`src/rtl/sdram_arbiter_if.sv`:
```
// rtl/sdram_arbiter_if.sv - signal bundle between the sdram arbiter, its requesters and the controller
interface sdram_arbiter_if #(
  parameter int ADDR_WIDTH = 23,
  parameter int DATA_WIDTH = 32
);
  // ROM download byte stream
  logic [19:0]           ioctl_addr;
  logic [7:0]            ioctl_data;
  logic                  ioctl_wr;
  logic                  ioctl_download;
  logic                  dl_busy;
  // four read requesters
  logic [3:0]            port_req;
  logic [ADDR_WIDTH-1:0] port_addr_0;
  logic [ADDR_WIDTH-1:0] port_addr_1;
  logic [ADDR_WIDTH-1:0] port_addr_2;
  logic [ADDR_WIDTH-1:0] port_addr_3;
  logic [3:0]            port_ack;
  logic [3:0]            port_valid;
  logic [DATA_WIDTH-1:0] port_data_0;
  logic [DATA_WIDTH-1:0] port_data_1;
  logic [DATA_WIDTH-1:0] port_data_2;
  logic [DATA_WIDTH-1:0] port_data_3;
  // shared SDRAM controller port
  logic [ADDR_WIDTH-1:0] sdram_addr;
  logic [DATA_WIDTH-1:0] sdram_data;
  logic                  sdram_we;
  logic                  sdram_req;
  logic                  sdram_ack;
  logic                  sdram_valid;
  logic [DATA_WIDTH-1:0] sdram_q;

  // arbiter side
  modport master (
    input  ioctl_addr, ioctl_data, ioctl_wr, ioctl_download,
    input  port_req, port_addr_0, port_addr_1, port_addr_2, port_addr_3,
    input  sdram_ack, sdram_valid, sdram_q,
    output dl_busy, port_ack, port_valid,
    output port_data_0, port_data_1, port_data_2, port_data_3,
    output sdram_addr, sdram_data, sdram_we, sdram_req
  );

  // requester / controller side
  modport slave (
    output ioctl_addr, ioctl_data, ioctl_wr, ioctl_download,
    output port_req, port_addr_0, port_addr_1, port_addr_2, port_addr_3,
    output sdram_ack, sdram_valid, sdram_q,
    input  dl_busy, port_ack, port_valid,
    input  port_data_0, port_data_1, port_data_2, port_data_3,
    input  sdram_addr, sdram_data, sdram_we, sdram_req
  );
endinterface

```
`src/rtl/sdram_arbiter.sv`:
```
// rtl/sdram_arbiter.sv - shares one SDRAM controller between ROM download writes and four round-robin readers
module sdram_arbiter #(
  parameter int ADDR_WIDTH = 23,
  parameter int DATA_WIDTH = 32
) (
  input logic            clk,
  input logic            reset,
  sdram_arbiter_if.master bus
);
  typedef enum logic [1:0] {IDLE, REQ, WAIT} state_t;

  state_t                state_q, state_d;
  logic                  sdram_req_q, sdram_req_d;
  logic                  sdram_we_q, sdram_we_d;
  logic [ADDR_WIDTH-1:0] sdram_addr_q, sdram_addr_d;
  logic [DATA_WIDTH-1:0] sdram_data_q, sdram_data_d;
  logic [1:0]            owner_q, owner_d;
  logic [1:0]            last_grant_q, last_grant_d;
  logic [3:0]            port_ack_q, port_ack_d;
  logic [3:0]            port_valid_q, port_valid_d;
  logic [DATA_WIDTH-1:0] port_data_q [4];
  logic [DATA_WIDTH-1:0] port_data_d [4];
  logic                  pend_q, pend_d;
  logic [ADDR_WIDTH-1:0] pend_addr_q, pend_addr_d;
  logic [DATA_WIDTH-1:0] pend_data_q, pend_data_d;
  logic [DATA_WIDTH-1:0] acc_q, acc_d;
  logic                  acc_any_q, acc_any_d;
  logic [17:0]           acc_addr_q, acc_addr_d;
  logic                  dl_q, dl_d;

  logic                  word_done;
  logic [17:0]           done_addr;
  logic [DATA_WIDTH-1:0] done_data;
  logic [DATA_WIDTH-1:0] merged;
  logic                  grant_found;
  logic [1:0]            grant_idx;
  logic [1:0]            probe;
  logic [ADDR_WIDTH-1:0] grant_addr;

  // Byte packer: merge each strobed byte into its lane; lane 3 or the end of download completes a word.
  always_comb begin
    acc_d      = acc_q;
    acc_any_d  = acc_any_q;
    acc_addr_d = acc_addr_q;
    dl_d       = bus.ioctl_download;
    word_done  = 1'b0;
    done_addr  = acc_addr_q;
    done_data  = acc_q;
    merged     = acc_q;
    merged[{bus.ioctl_addr[1:0], 3'b000} +: 8] = bus.ioctl_data;
    if (bus.ioctl_wr && bus.ioctl_download) begin
      if (bus.ioctl_addr[1:0] == 2'd3) begin
        word_done = 1'b1;
        done_addr = bus.ioctl_addr[19:2];
        done_data = merged;
        acc_d     = '0;
        acc_any_d = 1'b0;
      end else begin
        acc_d      = merged;
        acc_any_d  = 1'b1;
        acc_addr_d = bus.ioctl_addr[19:2];
      end
    end else if (dl_q && !bus.ioctl_download && acc_any_q) begin
      // download ended mid-word: flush what we have, unwritten lanes stay zero
      word_done = 1'b1;
      acc_d     = '0;
      acc_any_d = 1'b0;
    end
  end

  // Round-robin search starting just after the last granted port.
  always_comb begin
    grant_found = 1'b0;
    grant_idx   = last_grant_q;
    probe       = last_grant_q;
    for (int i = 1; i <= 4; i++) begin
      probe = last_grant_q + 2'(i);
      if (!grant_found && bus.port_req[probe]) begin
        grant_found = 1'b1;
        grant_idx   = probe;
      end
    end
    case (grant_idx)
      2'd0:    grant_addr = bus.port_addr_0;
      2'd1:    grant_addr = bus.port_addr_1;
      2'd2:    grant_addr = bus.port_addr_2;
      default: grant_addr = bus.port_addr_3;
    endcase
  end

  // Transaction FSM: pending download word first, reads only outside download, one access at a time.
  always_comb begin
    state_d      = state_q;
    sdram_req_d  = sdram_req_q;
    sdram_we_d   = sdram_we_q;
    sdram_addr_d = sdram_addr_q;
    sdram_data_d = sdram_data_q;
    owner_d      = owner_q;
    last_grant_d = last_grant_q;
    port_ack_d   = '0;
    port_valid_d = '0;
    port_data_d  = port_data_q;
    pend_d       = pend_q;
    pend_addr_d  = pend_addr_q;
    pend_data_d  = pend_data_q;
    case (state_q)
      IDLE: begin
        if (pend_q) begin
          sdram_addr_d = pend_addr_q;
          sdram_data_d = pend_data_q;
          sdram_we_d   = 1'b1;
          sdram_req_d  = 1'b1;
          state_d      = REQ;
        end else if (!bus.ioctl_download && !dl_q && grant_found) begin
          // dl_q guard keeps the end-of-download flush ahead of any read
          sdram_addr_d = grant_addr;
          sdram_we_d   = 1'b0;
          owner_d      = grant_idx;
          sdram_req_d  = 1'b1;
          state_d      = REQ;
        end
      end
      REQ: begin
        if (bus.sdram_ack) begin
          sdram_req_d = 1'b0;
          if (sdram_we_q) begin
            sdram_we_d = 1'b0;
            pend_d     = 1'b0;
            state_d    = IDLE;
          end else begin
            port_ack_d[owner_q] = 1'b1;
            last_grant_d        = owner_q;
            state_d             = WAIT;
          end
        end
      end
      WAIT: begin
        if (bus.sdram_valid) begin
          port_data_d[owner_q]  = bus.sdram_q;
          port_valid_d[owner_q] = 1'b1;
          state_d               = IDLE;
        end
      end
      default: state_d = IDLE;
    endcase
    // a freshly completed word wins over the ack clearing pending (overrun replaces the old word)
    if (word_done) begin
      pend_d      = 1'b1;
      pend_addr_d = ADDR_WIDTH'({done_addr, 1'b0});
      pend_data_d = done_data;
    end
  end

  // State and output registers.
  always_ff @(posedge clk) begin
    if (reset) begin
      state_q      <= IDLE;
      sdram_req_q  <= 1'b0;
      sdram_we_q   <= 1'b0;
      sdram_addr_q <= '0;
      sdram_data_q <= '0;
      owner_q      <= 2'd0;
      last_grant_q <= 2'd3;
      port_ack_q   <= '0;
      port_valid_q <= '0;
      for (int i = 0; i < 4; i++) port_data_q[i] <= '0;
      pend_q       <= 1'b0;
      pend_addr_q  <= '0;
      pend_data_q  <= '0;
      acc_q        <= '0;
      acc_any_q    <= 1'b0;
      acc_addr_q   <= '0;
      dl_q         <= 1'b0;
    end else begin
      state_q      <= state_d;
      sdram_req_q  <= sdram_req_d;
      sdram_we_q   <= sdram_we_d;
      sdram_addr_q <= sdram_addr_d;
      sdram_data_q <= sdram_data_d;
      owner_q      <= owner_d;
      last_grant_q <= last_grant_d;
      port_ack_q   <= port_ack_d;
      port_valid_q <= port_valid_d;
      port_data_q  <= port_data_d;
      pend_q       <= pend_d;
      pend_addr_q  <= pend_addr_d;
      pend_data_q  <= pend_data_d;
      acc_q        <= acc_d;
      acc_any_q    <= acc_any_d;
      acc_addr_q   <= acc_addr_d;
      dl_q         <= dl_d;
    end
  end

  assign bus.sdram_req   = sdram_req_q;
  assign bus.sdram_we    = sdram_we_q;
  assign bus.sdram_addr  = sdram_addr_q;
  assign bus.sdram_data  = sdram_data_q;
  assign bus.port_ack    = port_ack_q;
  assign bus.port_valid  = port_valid_q;
  assign bus.port_data_0 = port_data_q[0];
  assign bus.port_data_1 = port_data_q[1];
  assign bus.port_data_2 = port_data_q[2];
  assign bus.port_data_3 = port_data_q[3];
  assign bus.dl_busy     = pend_q;
endmodule

```
`src/flat_wrapper.sv`:
```
// flat-port wrapper written by rule: the top's interface ports become plain ports
module sdram_arbiter_flat 
#(
  parameter int ADDR_WIDTH = 23,
  parameter int DATA_WIDTH = 32
)
  (clk, reset, bus_ioctl_addr, bus_ioctl_data, bus_ioctl_wr, bus_ioctl_download, bus_port_req, bus_port_addr_0, bus_port_addr_1, bus_port_addr_2, bus_port_addr_3, bus_sdram_ack, bus_sdram_valid, bus_sdram_q, bus_dl_busy, bus_port_ack, bus_port_valid, bus_port_data_0, bus_port_data_1, bus_port_data_2, bus_port_data_3, bus_sdram_addr, bus_sdram_data, bus_sdram_we, bus_sdram_req);
  sdram_arbiter_if #(.ADDR_WIDTH(ADDR_WIDTH), .DATA_WIDTH(DATA_WIDTH)) bus_i ();
  input logic clk;
  input logic reset;
  input wire logic [$bits(bus_i.ioctl_addr)-1:0] bus_ioctl_addr;
  input wire logic [$bits(bus_i.ioctl_data)-1:0] bus_ioctl_data;
  input wire logic [$bits(bus_i.ioctl_wr)-1:0] bus_ioctl_wr;
  input wire logic [$bits(bus_i.ioctl_download)-1:0] bus_ioctl_download;
  input wire logic [$bits(bus_i.port_req)-1:0] bus_port_req;
  input wire logic [$bits(bus_i.port_addr_0)-1:0] bus_port_addr_0;
  input wire logic [$bits(bus_i.port_addr_1)-1:0] bus_port_addr_1;
  input wire logic [$bits(bus_i.port_addr_2)-1:0] bus_port_addr_2;
  input wire logic [$bits(bus_i.port_addr_3)-1:0] bus_port_addr_3;
  input wire logic [$bits(bus_i.sdram_ack)-1:0] bus_sdram_ack;
  input wire logic [$bits(bus_i.sdram_valid)-1:0] bus_sdram_valid;
  input wire logic [$bits(bus_i.sdram_q)-1:0] bus_sdram_q;
  output wire logic [$bits(bus_i.dl_busy)-1:0] bus_dl_busy;
  output wire logic [$bits(bus_i.port_ack)-1:0] bus_port_ack;
  output wire logic [$bits(bus_i.port_valid)-1:0] bus_port_valid;
  output wire logic [$bits(bus_i.port_data_0)-1:0] bus_port_data_0;
  output wire logic [$bits(bus_i.port_data_1)-1:0] bus_port_data_1;
  output wire logic [$bits(bus_i.port_data_2)-1:0] bus_port_data_2;
  output wire logic [$bits(bus_i.port_data_3)-1:0] bus_port_data_3;
  output wire logic [$bits(bus_i.sdram_addr)-1:0] bus_sdram_addr;
  output wire logic [$bits(bus_i.sdram_data)-1:0] bus_sdram_data;
  output wire logic [$bits(bus_i.sdram_we)-1:0] bus_sdram_we;
  output wire logic [$bits(bus_i.sdram_req)-1:0] bus_sdram_req;
  assign bus_i.ioctl_addr = bus_ioctl_addr;
  assign bus_i.ioctl_data = bus_ioctl_data;
  assign bus_i.ioctl_wr = bus_ioctl_wr;
  assign bus_i.ioctl_download = bus_ioctl_download;
  assign bus_i.port_req = bus_port_req;
  assign bus_i.port_addr_0 = bus_port_addr_0;
  assign bus_i.port_addr_1 = bus_port_addr_1;
  assign bus_i.port_addr_2 = bus_port_addr_2;
  assign bus_i.port_addr_3 = bus_port_addr_3;
  assign bus_i.sdram_ack = bus_sdram_ack;
  assign bus_i.sdram_valid = bus_sdram_valid;
  assign bus_i.sdram_q = bus_sdram_q;
  assign bus_dl_busy = bus_i.dl_busy;
  assign bus_port_ack = bus_i.port_ack;
  assign bus_port_valid = bus_i.port_valid;
  assign bus_port_data_0 = bus_i.port_data_0;
  assign bus_port_data_1 = bus_i.port_data_1;
  assign bus_port_data_2 = bus_i.port_data_2;
  assign bus_port_data_3 = bus_i.port_data_3;
  assign bus_sdram_addr = bus_i.sdram_addr;
  assign bus_sdram_data = bus_i.sdram_data;
  assign bus_sdram_we = bus_i.sdram_we;
  assign bus_sdram_req = bus_i.sdram_req;
  sdram_arbiter #(.ADDR_WIDTH(ADDR_WIDTH), .DATA_WIDTH(DATA_WIDTH)) u_core (.clk(clk), .reset(reset), .bus(bus_i));
endmodule
```
`config.mk`:
```
export PLATFORM = sky130hd
export DESIGN_NAME = sdram_arbiter_flat
export DESIGN_NICKNAME = d
export VERILOG_FILES = /design/src/rtl/sdram_arbiter_if.sv /design/src/rtl/sdram_arbiter.sv /design/src/flat_wrapper.sv
export SDC_FILE = /design/constraint.sdc
export NUM_CORES = 1
export LEC_CHECK = 0
export CORE_ASPECT_RATIO = 1.75
export CORE_UTILIZATION = 43
export CTS_CLUSTER_SIZE = 40
export DETAILED_ROUTE_END_ITERATION = 8
export HOLD_SLACK_MARGIN = 0.12
export PLACE_DENSITY = 0.77
export SLEW_MARGIN = 25
export SYNTH_ARGS = -nofsm -noshare
export SYNTH_HDL_FRONTEND = slang
export SYNTH_SLANG_ARGS = --single-unit
```
`constraint.sdc`:
```
create_clock -name clk -period 1.56 [get_ports clk]
set_input_delay 0.312 -clock clk [delete_from_list [all_inputs] [get_ports clk]]
set_output_delay 0.312 -clock clk [all_outputs]
set_load 0.05 [all_outputs]
```
== Word level (Yosys, flattened, before mapping) ==
Cells that the tools add are included.
Operators by class
  $add $sub $neg: 4
  magnitude comparators: 8
  eq/ne operators: 8
  shift-type cells: 2
  multiplexer cells: 55
  bitwise logic cells: 8
  reductions and logical operators: 34
Operator list (count)
  $mux W32: 6
  $bwmux W128: 1
  $pmux W23 S3: 1
  $demux W32 S2: 1
  $mux W23: 2
  $mux W18: 2
  $bwmux W32: 1
  $shift A8 B7 Y32 const A: 1
  $shiftx A8 B7 Y32: 1
  $mux W1: 24
  $mux W2: 9
  $lt A2 B3 Y1 const B: 5
  $reduce_and A3 Y1: 5
  $reduce_bool A2 Y1: 6
  $logic_and A1 B1 Y1: 10
  $bmux W1 S2: 4
  $reduce_and A2 Y1: 4
  $neg A5 Y7: 1
  $not A1 Y1: 7
  $eq A2 B2 Y1 const B: 3
  $pmux W2 S3: 1
  $logic_not A1 Y1: 5
  $add A2 B2 Y2 const B: 2
  $eq A2 B1 Y1 const B: 2
  other kinds (12): 15
Storage, ports and cells
  register bits after elaboration: 302
  input port bits: 162
  output and inout bits: 194
  word-level logic and storage cells: 139

== Logic depth before layout (Yosys ltp) ==
  word-level depth: 17
  mapped depth: 8

== Worst setup path before layout ==
OpenSTA, ideal clock, no wires.
  path kind: reg2reg
  start point: register u_core.pend_q, in the netlist u_core.bus.dl_busy
  end point: register u_core.sdram_addr_q[4], in the netlist u_core.bus.sdram_addr[4]
  arrival time: 1.599 ns
  slack: -0.127 ns
  stages on the path, launching flop included: 6
  buffers on the path: 1
  period minus slack after synthesis: 1.687 ns
  cells stage by stage: dfxtp_1 -> inv_1 -> nor2_1 -> clkbuf_1 -> a22oi_1 -> o32ai_2
On the way
  cells in the longest elaborated chain, start to end: 2
  elaborated cells on any way between the ends: 3
  classes of those cells: 1 x mux; 2 x reduce/logical
Ends and longest elaborated chain
  from (decl): line sdram_arbiter.sv:23  | logic pend_q, pend_d;
  from (signal assigned): line sdram_arbiter.sv:185  | pend_q <= pend_d;
  $reduce_bool A2 Y1 (no source line)
  $reduce_and A2 Y1 (no source line)
  to (signal assigned): line sdram_arbiter.sv:178  | sdram_addr_q <= sdram_addr_d;
  to (decl): line sdram_arbiter.sv:15  | logic [ADDR_WIDTH-1:0] sdram_addr_q, sdram_addr_d;
Several ways; a longest one is shown, not always the timed one.
A chain may end at the register's enable or synchronous reset.

== Final worst setup path ==
  start point: register u_core.last_grant_q[0]
  end point: register u_core.sdram_addr_q[14], in the netlist u_core.bus.sdram_addr[14]
On the way
  cells in the longest elaborated chain, start to end: 17
  elaborated cells on any way between the ends: 34
  classes of those cells: 3 x add/sub; 2 x eq/ne; 19 x mux; 10 x reduce/logical
Ends and longest elaborated chain
  from (decl): line sdram_arbiter.sv:18  | logic [1:0] last_grant_q, last_grant_d;
  from (signal assigned): line sdram_arbiter.sv:181  | last_grant_q <= last_grant_d;
  $add A2 B1 Y2: line sdram_arbiter.sv:77  | probe = last_grant_q + 2'(i);
  $bmux W1 S2: line sdram_arbiter.sv:78  | if (!grant_found && bus.port_req[probe]) begin
  $mux W1 (not written as such): line sdram_arbiter.sv:78
  $mux W1: line sdram_arbiter.sv:78
  $logic_not A1 Y1: line sdram_arbiter.sv:78
  $logic_and A1 B1 Y1: line sdram_arbiter.sv:78
  $mux W1: line sdram_arbiter.sv:78
  $logic_not A1 Y1: line sdram_arbiter.sv:78
  $logic_and A1 B1 Y1: line sdram_arbiter.sv:78
  $mux W1: line sdram_arbiter.sv:78
  $logic_not A1 Y1: line sdram_arbiter.sv:78
  $logic_and A1 B1 Y1: line sdram_arbiter.sv:78
  $mux W2: line sdram_arbiter.sv:78
  $eq A2 B2 Y1 (tied with other cells): line sdram_arbiter.sv:83  | case (grant_idx)
  $pmux W23 S3: line sdram_arbiter.sv:83
  $mux W23: line sdram_arbiter.sv:114  | end else if (!bus.ioctl_download && !dl_q && grant_found) begin
  $mux W23: line sdram_arbiter.sv:108  | if (pend_q) begin
Several ways; a longest one is shown, not always the timed one. The select of a mux whose other input is x is not followed.

==> summary.md <==
| Metric | Value |
|---|---|
| Status | complete, but fails checks |
| Violations in the final reports | setup timing |
| Critical path data required time | 2.00 ns |
| Worst clock skew | 0.0235 ns |
| Number of instances in the synthesized netlist | 1532 |
| FF+latch count, synth | 302 |
| Post-layout worst setup margin | -0.341 ns |
| Largest voltage drop on the vdd net | 0.00104 V |
| Buffers and inverters on the worst path | 1 |
| Post-route clock period utilization | 122% |
| Cell row count | 82 |
| Number of antenna-violating nets in the routed design | 0 |
| Post-layout utilization of the core | 71.2% |
| Async SR Flop Fraction | 0% |
| WP data arrival | 2.34 ns |
| Number of buffers created by CTS | 28 |
| Number of endpoints failing setup at the final stage | 156 |
| TritonCTS clock tree | yes |
| Total of warnings raised by yosys | 0 |
| Final estimated routing congestion in global placement | 0.864 |
| Max-Slew Margin vs Limit | 40.7% |
| DRC | 0 |
| Static power due to leakage | 7.43 nW |
| Number of global-route vias before repair | 13.0k |
| Die extent in x | 131 um |
| Largest net degree at the start of global routing | 167 |
| Critical path capture point type | flip-flop |
| Sum of negative setup slack | -20.52 ns |
| Number of hold-repair buffers added at the cts stage | 0 |
| Category of cells accounting for the largest share of critical-path delay | compound AO/OA/AOI/OAI gates |
| Via count | 13.3k |
| Total global routing track utilization | 29.6% |
| First-pass GRT wire length | 68.3 mm |
| # Max-Cap Violations | 0 |
| Average cell area after synthesis | 8.13 sq um |
| Unrepaired setup endpoints after global routing | yes |
| Height of the chip | 227 um |
| Commonest non-fill, non-tap cells in the layout | 301 x nand2_1, 296 x dfxtp_1, 171 x buf_4, 159 x a21oi_1, 153 x clkdlybuf4s50_1 |
| Synth-to-Final Area Change | 63.1% |
| Netlist area before placement | 12500 sq um |
| Post-synth net total | 1700 |
| Critical-path cell with the highest stage delay | a211oi_4 |
| Placed wire-length estimate | 28.5 mm |
| Max-slew violation total from the final report | 0 |
| Final Critical Period | 1.90 ns |
| Crit Path Category | flip-flop to flip-flop |
| Overflow left after global routing | 0 |
| Antenna violations before repair | 2 |
| Core outline area | 28500 sq um |
| Predominant post-synthesis flop cell | dfxtp_1 |
| Number of port buffers | 355 |
| Hold Crit Class | primary input to flip-flop |
| Timing-limited maximum frequency | 526 MHz |
| Number of enable flip-flop cells after synthesis | 0 |
| Least-Margin Pin Slew | 0.889 ns |
| Total length of routed wires | 51.2 mm |
| Final total power | 0.0183 W |
| Fraction of layout cells with a size suffix above 1 | 32.7% |
| Routed vias/inst | 5.75 |
| Hold Slack | 0.170 ns |
| Critical-path maximum fanout | 14 |
| List of cells traversed by the critical path | and2b_1, o21bai_4, nand2_8, buf_4, a211oi_4, o32ai_2 |
| Clock transition time at the flip-flop clock pins of the worst setup and hold paths | 0.07 ns |
| Startpoint Class | flip-flop |
| Total count of hold-check failures in the final report | 0 |
| Maximum count of clock buffers along a single path | 3 |
| Wirelength per Cell | 22.1 um |
| Count of different cell masters after synthesis | 53 |
| Critical Path Max Stage Delay | 0.42 ns |
| H-tree lvl count | 1 |
| Clock latency on the worst-skew pair | 0.55 ns |
| Proportion of synthesized chip area in sequential cells | 48.6% |
| Clock net sink count | 302 |
| Number of top-level pins | 356 |
| Most common cell after layout, fill and taps aside | nand2_1 |
| Clock tree root buffer cell | clkbuf_16 |
| Iter 0 DRT Violations | 874 |
| Total iterations of the first detailed-routing run | 5 |
| Final nets | 2086 |
| Initial Util | 43.7% |
| Total power density per cell area | 902 nW/um^2 |
| Die area | 29700 sq um |
where the power goes:
group	switching, W	total, W	leakage, nW	internal [W]
logic	0.00175	0.00335	4.53	0.00160
clock network	0.00309	0.00684	0.449	0.00376
registers	0.000216	0.00813	2.44	0.00791
total	0.00506	0.0183	7.43	0.0133
layout make-up:
| type | count | area [sq um] |
|---|---|---|
| fillers | 1954 | 8210 |
| multi-input cells | 1069 | 6880 |
| flip-flops and latches | 302 | 6060 |
| repair buffers | 478 | 5850 |
| clock buffers | 37 | 796 |
| well taps | 378 | 473 |
| inverters | 39 | 146 |
| clock inverters | 13 | 100 |
| diodes | 3 | 7.51 |
sequential cells by signal, indices dropped and copies added, names as in the netlist, 2 cells and up:
register,count
u_core.bus.port_data_3,32
u_core.pend_addr_q,18
u_core.bus.port_data_1,32
u_core.owner_q,2
u_core.pend_data_q,32
u_core.bus.port_data_2,32
u_core.bus.sdram_data,32
u_core.bus.port_ack,4
u_core.acc_q,32
u_core.state_q,2
u_core.last_grant_q,2
u_core.bus.port_valid,4
u_core.acc_addr_q,18
u_core.bus.sdram_addr,23
u_core.bus.port_data_0,32
metrics by stage:
step | area, sq um | worst slack (ns) | std cells
after floorplan | 12500 | 0.00504 | 1532
after global placement | 17600 | -0.691 | 2230
after detailed placement | 17600 | -0.774 | 2230
after CTS | 19300 | -0.143 | 2303
after global routing | 20300 | -0.385 | 2318
final | 20300 | -0.341 | 2319
Yosys cell counts (2+ instances only):
| cell type | instances | area, sq um |
|---|---|---|
| a211o_1 | 3 | 26.3 |
| a211oi_1 | 58 | 435 |
| a211oi_2 | 15 | 188 |
| a21oi_1 | 216 | 1080 |
| a22oi_1 | 41 | 308 |
| a22oi_2 | 9 | 113 |
| and2_1 | 3 | 18.8 |
| and3_1 | 23 | 144 |
| buf_1 | 2 | 7.51 |
| buf_2 | 39 | 195 |
| buf_4 | 8 | 60.1 |
| buf_6 | 4 | 45.0 |
| clkbuf_1 | 69 | 259 |
| dfxtp_1 | 302 | 6050 |
| ha_1 | 6 | 75.1 |
| inv_1 | 37 | 139 |
| inv_2 | 2 | 7.51 |
| mux2i_1 | 19 | 190 |
| nand2_1 | 399 | 1500 |
| nand2b_1 | 2 | 12.5 |
| nand3b_1 | 4 | 30.0 |
| nor2_1 | 137 | 514 |
| nor2b_1 | 3 | 18.8 |
| nor3_1 | 2 | 10.0 |
| nor3_2 | 2 | 20.0 |
| nor4_2 | 2 | 25.0 |
| nor4bb_1 | 3 | 30.0 |
| o21ai_0 | 48 | 240 |
| o21ai_1 | 9 | 45.0 |
| o221ai_1 | 5 | 43.8 |
| o22ai_1 | 18 | 113 |
| o32ai_1 | 3 | 26.3 |
| o32ai_2 | 15 | 244 |
| or2_2 | 3 | 18.8 |
| or3_1 | 3 | 18.8 |
cell families after synthesis:
group,count (synthesis),share of synthesized area (%)
AO/OA/AOI/OAI,448,23.9
adder cells (fa/ha/maj),6,0.603
buffers and inverters,161,5.73
flip-flops,302,48.6
multiplexers,20,1.62
AND/OR/NAND/NOR,595,19.6
per-layer routing:
layer	GRT usage (%)	wire length (um)	vias up
met5	0	0	-
met4	19.3	5000	0
met3	7.47	4600	319
met2	52.7	25100	801
met1	30.3	16600	6217
li1	-	-	5988
timing repair:
item | CTS | global route
setup endpoints to repair | 178 | 191
cloned | 14 | 9
setup buffers | 9 | 7
gates resized for setup | 93 | 222
pin swaps | 40 | 95
final timing paths:
| check | startpoint | endpoint | slack [ns] | cells past startpoint |
|---|---|---|---|---|
| setup / recovery | u_core.last_grant_q[0] | u_core.bus.sdram_addr[14] | -0.34 | 6 |
| hold / removal | bus_ioctl_download | u_core.dl_q | 0.17 | 2 |
| setup reg to reg | u_core.last_grant_q[0] | u_core.bus.sdram_addr[14] | -0.34 | 6 |
| hold reg to reg | u_core.pend_data_q[19] | u_core.bus.sdram_data[19] | 0.45 | 2 |
Note: power is estimated with default switching activity, not from simulation.
